--- config.mk ---
export PLATFORM = sky130hd
export DESIGN_NAME = uart_tx_arbiter
export DESIGN_NICKNAME = d
export VERILOG_FILES = /design/src/rtl/uart_tx_arbiter.sv
export SDC_FILE = /design/constraint.sdc
export NUM_CORES = 1
export LEC_CHECK = 0
export BUFFER_PORTS_ARGS = -buffer_cell sky130_fd_sc_hd__clkbuf_2
export CAP_MARGIN = 20
export CORE_AREA = 2 2 54 76
export CTS_CLUSTER_DIAMETER = 100
export DETAILED_ROUTE_END_ITERATION = 10
export DIE_AREA = 0 0 56 78
export PLACE_DENSITY = 0.73
export SETUP_SLACK_MARGIN = 0.05
export SYNTH_ARGS = -nofsm -noshare
export SYNTH_HDL_FRONTEND = slang
export SYNTH_SLANG_ARGS = --single-unit
--- constraint.sdc ---
create_clock -name clk -period 2.72 [get_ports clk]
set_input_delay 0.68 -clock clk [delete_from_list [all_inputs] [get_ports clk]]
set_output_delay 0.68 -clock clk [all_outputs]
set_load 0.02 [all_outputs]
--- src/rtl/uart_tx_arbiter.sv ---
// Round-robin arbiter that hands bytes from N_REQ requesters to a single uart_tx.
// A watchdog flags (sticky) a uart_tx that never raises busy after a start.
module uart_tx_arbiter #(
  parameter int unsigned N_REQ        = 4,
  parameter int unsigned BUSY_TIMEOUT = 16
) (
  input  logic                     clk,
  input  logic                     reset,
  input  logic [N_REQ-1:0]         i_req_valid,
  input  logic [8*N_REQ-1:0]       i_req_data,
  output logic [N_REQ-1:0]         o_req_ready,
  output logic                     o_tx_start,
  output logic [7:0]               o_tx_data,
  input  logic                     i_tx_busy,
  input  logic                     i_tx_done,
  output logic [$clog2(N_REQ)-1:0] o_grant_id,
  output logic                     o_active,
  output logic                     o_err_timeout
);
  localparam int unsigned IdW  = $clog2(N_REQ);
  localparam int unsigned CntW = $clog2(BUSY_TIMEOUT + 1);

  typedef enum logic [1:0] {StIdle, StStart, StWaitDone} state_e;

  state_e          r_state, w_state_d;
  logic [IdW-1:0]  r_rr_ptr, r_grant_id, w_pick_id, w_id, w_next_ptr;
  logic [N_REQ-1:0] w_pick_oh;
  logic            w_found, w_xfer, w_timeout, w_to_idle;
  logic [CntW-1:0] r_cnt;
  logic [7:0]      r_tx_data;
  logic            r_tx_start, r_err;
  int              w_idx;

  // Search upward from the round-robin pointer, wrapping to 0.
  always_comb begin
    w_pick_oh = '0;
    w_pick_id = '0;
    w_found   = 1'b0;
    w_idx     = 0;
    w_id      = '0;
    for (int k = 0; k < int'(N_REQ); k++) begin
      w_idx = int'(r_rr_ptr) + k;
      if (w_idx >= int'(N_REQ)) w_idx = w_idx - int'(N_REQ);
      w_id = IdW'(w_idx);
      if (!w_found && i_req_valid[w_id]) begin
        w_found          = 1'b1;
        w_pick_oh[w_id]  = 1'b1;
        w_pick_id        = w_id;
      end
    end
  end

  assign w_xfer     = (r_state == StIdle) && w_found && !reset;
  assign w_timeout  = (r_cnt == CntW'(BUSY_TIMEOUT - 1));
  assign w_next_ptr = (r_grant_id == IdW'(N_REQ - 1)) ? '0 : r_grant_id + 1'b1;
  assign w_to_idle  = (r_state != StIdle) && (w_state_d == StIdle);

  // State register
  always_ff @(posedge clk or posedge reset) begin
    if (reset) r_state <= StIdle;
    else       r_state <= w_state_d;
  end

  // Next-state logic
  always_comb begin
    w_state_d = r_state;
    unique case (r_state)
      StIdle: if (w_xfer) w_state_d = StStart;
      StStart: begin
        if (i_tx_done)      w_state_d = StIdle;
        else if (i_tx_busy) w_state_d = StWaitDone;
        else if (w_timeout) w_state_d = StIdle;
      end
      StWaitDone: if (i_tx_done || !i_tx_busy) w_state_d = StIdle;
      default: w_state_d = StIdle;
    endcase
  end

  // Outputs
  always_comb begin
    o_req_ready = w_xfer ? w_pick_oh : '0;
    o_active    = (r_state != StIdle);
  end

  always_ff @(posedge clk or posedge reset) begin
    if (reset) begin
      r_tx_start <= 1'b0;
      r_tx_data  <= '0;
      r_grant_id <= '0;
      r_rr_ptr   <= '0;
      r_err      <= 1'b0;
      r_cnt      <= '0;
    end else begin
      r_tx_start <= (w_state_d == StStart);
      // Counts START cycles; cleared whenever START is not the current state.
      r_cnt      <= (r_state == StStart) ? r_cnt + 1'b1 : '0;
      if (w_xfer) begin
        r_tx_data  <= i_req_data[{w_pick_id, 3'b000} +: 8];
        r_grant_id <= w_pick_id;
      end
      if (w_to_idle) r_rr_ptr <= w_next_ptr;
      if ((r_state == StStart) && !i_tx_done && !i_tx_busy && w_timeout) r_err <= 1'b1;
    end
  end

  assign o_tx_start    = r_tx_start;
  assign o_tx_data     = r_tx_data;
  assign o_grant_id    = r_grant_id;
  assign o_err_timeout = r_err;

endmodule

== After elaboration in Yosys (flattened, before gate mapping) ==
Index checks and enable logic that the tools add are counted.

* Latch bits: 0
* Word-level logic and storage cells: 101
* Output and inout bits: 17
* Register bits: 21
* Memories: 0
* ROM bits: 0
* Input port bits: 40
* RAM bits: 0

* Reductions and logical operators: 23
* Equal/unequal tests: 5
* Multiplexer cells: 41
* Bitwise logic cells: 3
* Order comparisons: 12
* Div/mod/pow operators: 0
* Shift-type cells: 1
* Add/sub/neg operators: 9
* Multipliers: 0

{| class="wikitable"
|+ Operators by type and width
! kind !! number
|-
| indexed part select 32 x 6 -> 8 bit || 1
|-
| two-way mux 2 bit || 14
|-
| two-way mux 4 bit || 5
|-
| logical AND 1 bit || 13
|-
| less-than comparator 2 x 3 -> 1 bit, second input constant || 4
|-
| two-way mux 1 bit || 12
|-
| bitwise OR 4 bit || 3
|-
| greater-or-equal comparator 3 bit, second input constant || 3
|-
| binary-select mux 1 bit (select 2 bit) || 4
|-
| demux 1 bit (select 2 bit) || 4
|-
| greater-or-equal comparator 2 x 1 -> 1 bit, second input constant || 4
|-
| subtractor 2 x 1 -> 2 bit, second input constant || 4
|-
| adder 2 x 2 -> 3 bit, second input constant || 2
|-
| logical NOT 1 bit || 6
|-
| one-hot mux 2 bit (3 select lines) || 1
|-
| adder 5 x 1 -> 5 bit, second input constant || 1
|-
| == test 5 x 4 -> 1 bit, second input constant || 1
|-
| two-way mux 5 bit || 1
|-
| == test 2 x 1 -> 1 bit, second input constant || 2
|-
| == test 2 bit, second input constant || 2
|-
| logical NOT 2 bit || 2
|-
| adder 2 x 1 -> 3 bit, second input constant || 1
|-
| greater-or-equal comparator 2 x 3 -> 1 bit, second input constant || 1
|-
| adder 2 x 1 -> 2 bit, second input constant || 1
|-
| 2 further kinds || 2
|}

== Longest topological paths before layout ==
* Word-level depth: 20
* Depth in mapped cells: 10
* Depth with buffers taken out: 8

== Least setup slack after synthesis ==
OpenSTA, ideal clock, no wires.

* Path type: register to output
* Start: register r_rr_ptr[0]
* End: output o_req_ready[0]
* Required time: 2,040 ps
* Arrival time: 2,276 ps
* Path slack: -236 ps
* Stages on the path, launching flop included: 9
* Path buffers: 1
* Cell sequence: dfrtp_1 > buf_6 > inv_1 > ha_1 > mux4_2 > nor3_1 > a22oi_1 > o21ai_0 > and2_1

* Cells in the longest elaborated chain, start to end: 17
* Elaborated cells on any way between the ends: 63
* Those cells by class: add/sub (7); order compare (12); mux (29); bitwise (3); reduce/logical (12)

{| class="wikitable"
|+ RTL lines
! item !! RTL line !! text
|-
| start, declared || 26 || <nowiki>logic [IdW-1:0] r_rr_ptr, r_grant_id, w_pick_id, w_id, w_next_ptr;</nowiki>
|-
| start signal, assigned || 101 || <nowiki>if (w_to_idle) r_rr_ptr <= w_next_ptr;</nowiki>
|-
| branches (longest 16 deep; another with adder 2 x 1 -> 3 bit) || -- ||
|-
| two-way mux 4 bit * || 81 || <nowiki>o_req_ready = w_xfer ? w_pick_oh : '0;</nowiki>
|-
| end, declared || 11 || <nowiki>output logic [N_REQ-1:0] o_req_ready,</nowiki>
|}

Mark *: on every way between the ends. The select of a mux whose other input is x is not followed.

== Worst setup path after layout ==
* Start: register r_rr_ptr[0]
* End: output o_req_ready[2]

Same word-level chain as after synthesis.

==> flow_summary.yaml <==
hold_path:
  worstHoldPathCells: 1
  hold_path.class: "reg -> reg"
synth:
  syn-mean-instance-area_um2: 9.493
  synth.distinct_cells: 39
  synth_flop_cell: "dfrtp_1"
  syn_inst: 167
  synth_fp_nets: 218
  synth_seq_cells: 21
  synth_area_um2: 1585
  yosysSeqAreaShare: 0.3315
  synth_most_common_cell: "dfrtp_1"
  yosysWarningCount: 0
  synth_top_area_share: 0.3315
  yosys-top-cells-count: "21 x dfrtp_1, 18 x nor2_1, 11 x ha_1"
  yosysTopAreaCell: "dfrtp_1"
  synth_area_leaders: "dfrtp_1 33%, ha_1 8.7%, mux2i_1 6.3%"
  synthArstFlopShare: 1.000
  synth_edf_count: 0
worst_setup_path:
  crit_type: "reg -> out"
  critPathBufInv: 3
  crit_required_ns: 2.04
  crit_slowest_cell: "dfrtp_2"
  critical_path.top_delay_family: "buffers and inverters"
  cp-end-kind: "output port"
  startpoint_type: "flip-flop"
  cp_slowest_stage_delay_ns: 0.44
  r2r_cells: 10
  cp_max_fo: 7
  path_depth: 8
  crit_chain: "clkinvlp_4 > ha_4 > mux4_2 > buf_4 > a22oi_2 > o21ai_1 > and2_4 > clkbuf_8"
  critPathArrivalTime_ns: 2.30
clock_tree:
  cts_tree: "done"
  cts_buffer_depth: 2
  clkLatencyLatePin_ns: 0.26
  htreeDepth: 1
  numCtsBuffers: 3
  clk_pin_slew_worst_paths_ns: 0.08
  cts_root_buffer: "clkbuf_8"
  cts_sinks: 21
sta:
  relSlewSlack: 0.4747
  setup_violations: 4
  rsz0062_at_grt: "true"
  period_share: 1.095
  whs_ns: 0.4645
  hold_violations: 0
  fin_crit_ns: 2.978
  max_freq_mhz: 335.8
  fin_skew_ns: 0.001579
  setup_ws_ns: -0.2583
  slew_violations: 0
  worst_pin_slew_ns: 0.7871
finish:
  drive_above_1_share: 0.4560
  diodes: 0
  area_growth_pct: 44.91
  fin_area_um2: 2297
  nets: 302
place:
  dp_hpwl_mm: 3.434
  portBuffers: 56
  placedInstanceArea_um2: 2132
  gp_congestion: 0.8819
route:
  met1Wirelength_mm: 1.595
  vias_per_cell: 5.538
  firstDrtPassIters: 4
  wirelength_mm: 4.335
  vias: 1617
  post-route-drc-count: 0
  dr_wl_met3_um: 157
  first_iter_violations: 34
  ant_nets: 0
  routedWlPerCell_um: 14.85
  route.met2.wl_mm: 2.506
  highest_layer: "met4"
die:
  initial_core_util: 0.4351
  die_w_um: 56
  die_h_um: 78
  num_rows: 26
  design.core.area_um2: 3643
  dieArea_um2: 4368
  io_pins: 57
global_routing:
  grt_max_degree: 22
  antenna_found_initial: 0
  grt_pass1_vias: 1589
  grt_pass1_wl_mm: 7.086
  grt_overflow: 0
  grt_usage: 0.2013
pwr:
  power_density_nw_per_um2: 1096
  peakVddDrop_v: 0.0007404
  power.leakage_nw: 1.110
run:
  drv_cap: 0
run_status:
  status: "complete, but fails checks"
  violations: "negative setup slack"
-- where the power goes --
group | internal (mW) | total, mW | switching, mW | leakage (nW)
Clock | 0.102 | 0.203 | 0.101 | 0.0255
Sequential | 0.411 | 0.484 | 0.0729 | 0.257
Combinational | 0.900 | 1.83 | 0.932 | 0.827
-- worst reg2reg max path, stage by stage (launching register included) --
cell and delay [ns]:
dfrtp_2 0.44, clkinvlp_4 0.13, ha_4 0.29, mux4_2 0.43, buf_4 0.19, buf_4 0.14, o21ai_2 0.17, o21ai_4 0.09
buf_12 0.16, a221oi_1 0.34, a211oi_1 0.10
-- cell usage in the layout, fill, tap and decap left out, types with 3 or more instances in the layout --
cell      count
mux2i_1      10
a22oi_1       7
o21ai_1       5
dfrtp_1      20
and2_4        4
buf_12        3
inv_1         7
clkbuf_8      7
mux4_2        4
buf_4        27
o21ai_0       6
nand2_1       7
a221oi_1      6
ha_1         10
clkbuf_2     52
a21oi_1       3
and2_1        6
nand2b_1      3
nor2_1       17
a211oi_1      7
-- cells by family (layout without fill, tap and decap cells) --
family	Yosys count	in the layout	share of synthesized area
compound gates	50	50	0.2297
xor+xnor	2	2	0.01105
fa+ha+maj	11	11	0.08682
buf+inv	16	99	0.05287
flops	21	21	0.3315
mux	15	15	0.1271
simple gates	52	52	0.1610
-- per-stage QoR --
step,utilization,setup WS [ns],TNS [ns],total power [mW],instances
6_report,0.6305,-0.2583,-0.8917,2.519,292
4_1_cts,0.6174,-0.2047,-0.7953,2.430,289
5_1_grt,0.6305,-0.3370,-1.308,2.701,292
3_5_place_dp,0.5852,-0.2106,-1.406,2.132,282
3_3_place_gp,0.5852,-0.1727,-0.7565,2.101,282
2_1_floorplan,-,-0.02583,-0.1033,1.544,167
-- sequential cells by signal, summed over array words and instances (netlist names) --
signal,cells
o_err_timeout,1
o_grant_id,2
o_tx_data,8
o_tx_start,1
r_cnt,5
r_rr_ptr,2
r_state,2
-- final timing paths --
path,slack (ns),start,endpoint
min in group asynchronous,0.56,reset,r_state[1]
worst max-delay path,-0.26,r_rr_ptr[0],o_req_ready[2]
max in group asynchronous,1.62,reset,r_rr_ptr[0]
worst max register to register,0.11,r_rr_ptr[0],o_tx_data[2]
worst min-delay path,0.46,o_err_timeout,o_err_timeout
worst min register to register,0.46,o_err_timeout,o_err_timeout
-- layout make-up --
| type | instances | area [um2] |
|---|---|---|
| Clock inverter | 1 | 5.005 |
| Multi-Input combinational cell | 130 | 1055 |
| Timing Repair Buffer | 86 | 578.1 |
| Tap cell | 42 | 52.55 |
| Fill cell | 310 | 1346 |
| Sequential cell | 21 | 526.8 |
| Inverter | 9 | 38.79 |
| Clock buffer | 3 | 41.29 |
-- per-layer routing --
layer | global-route usage | up-vias
met2 | 0.3788 | 43
met1 | 0.2244 | 781
met5 | 0 | -
met3 | 0.03000 | 8
met4 | 0.07143 | 0
li1 | - | 785
-- timing repair --
item,CTS,global route
cloned,0,0
resized for setup,10,4
setup buffers,3,3
endpoints found under the setup margin,4,10
pin swaps,4,0
hold buffers,0,0
Note: power is estimated with default switching activity, not from simulation.
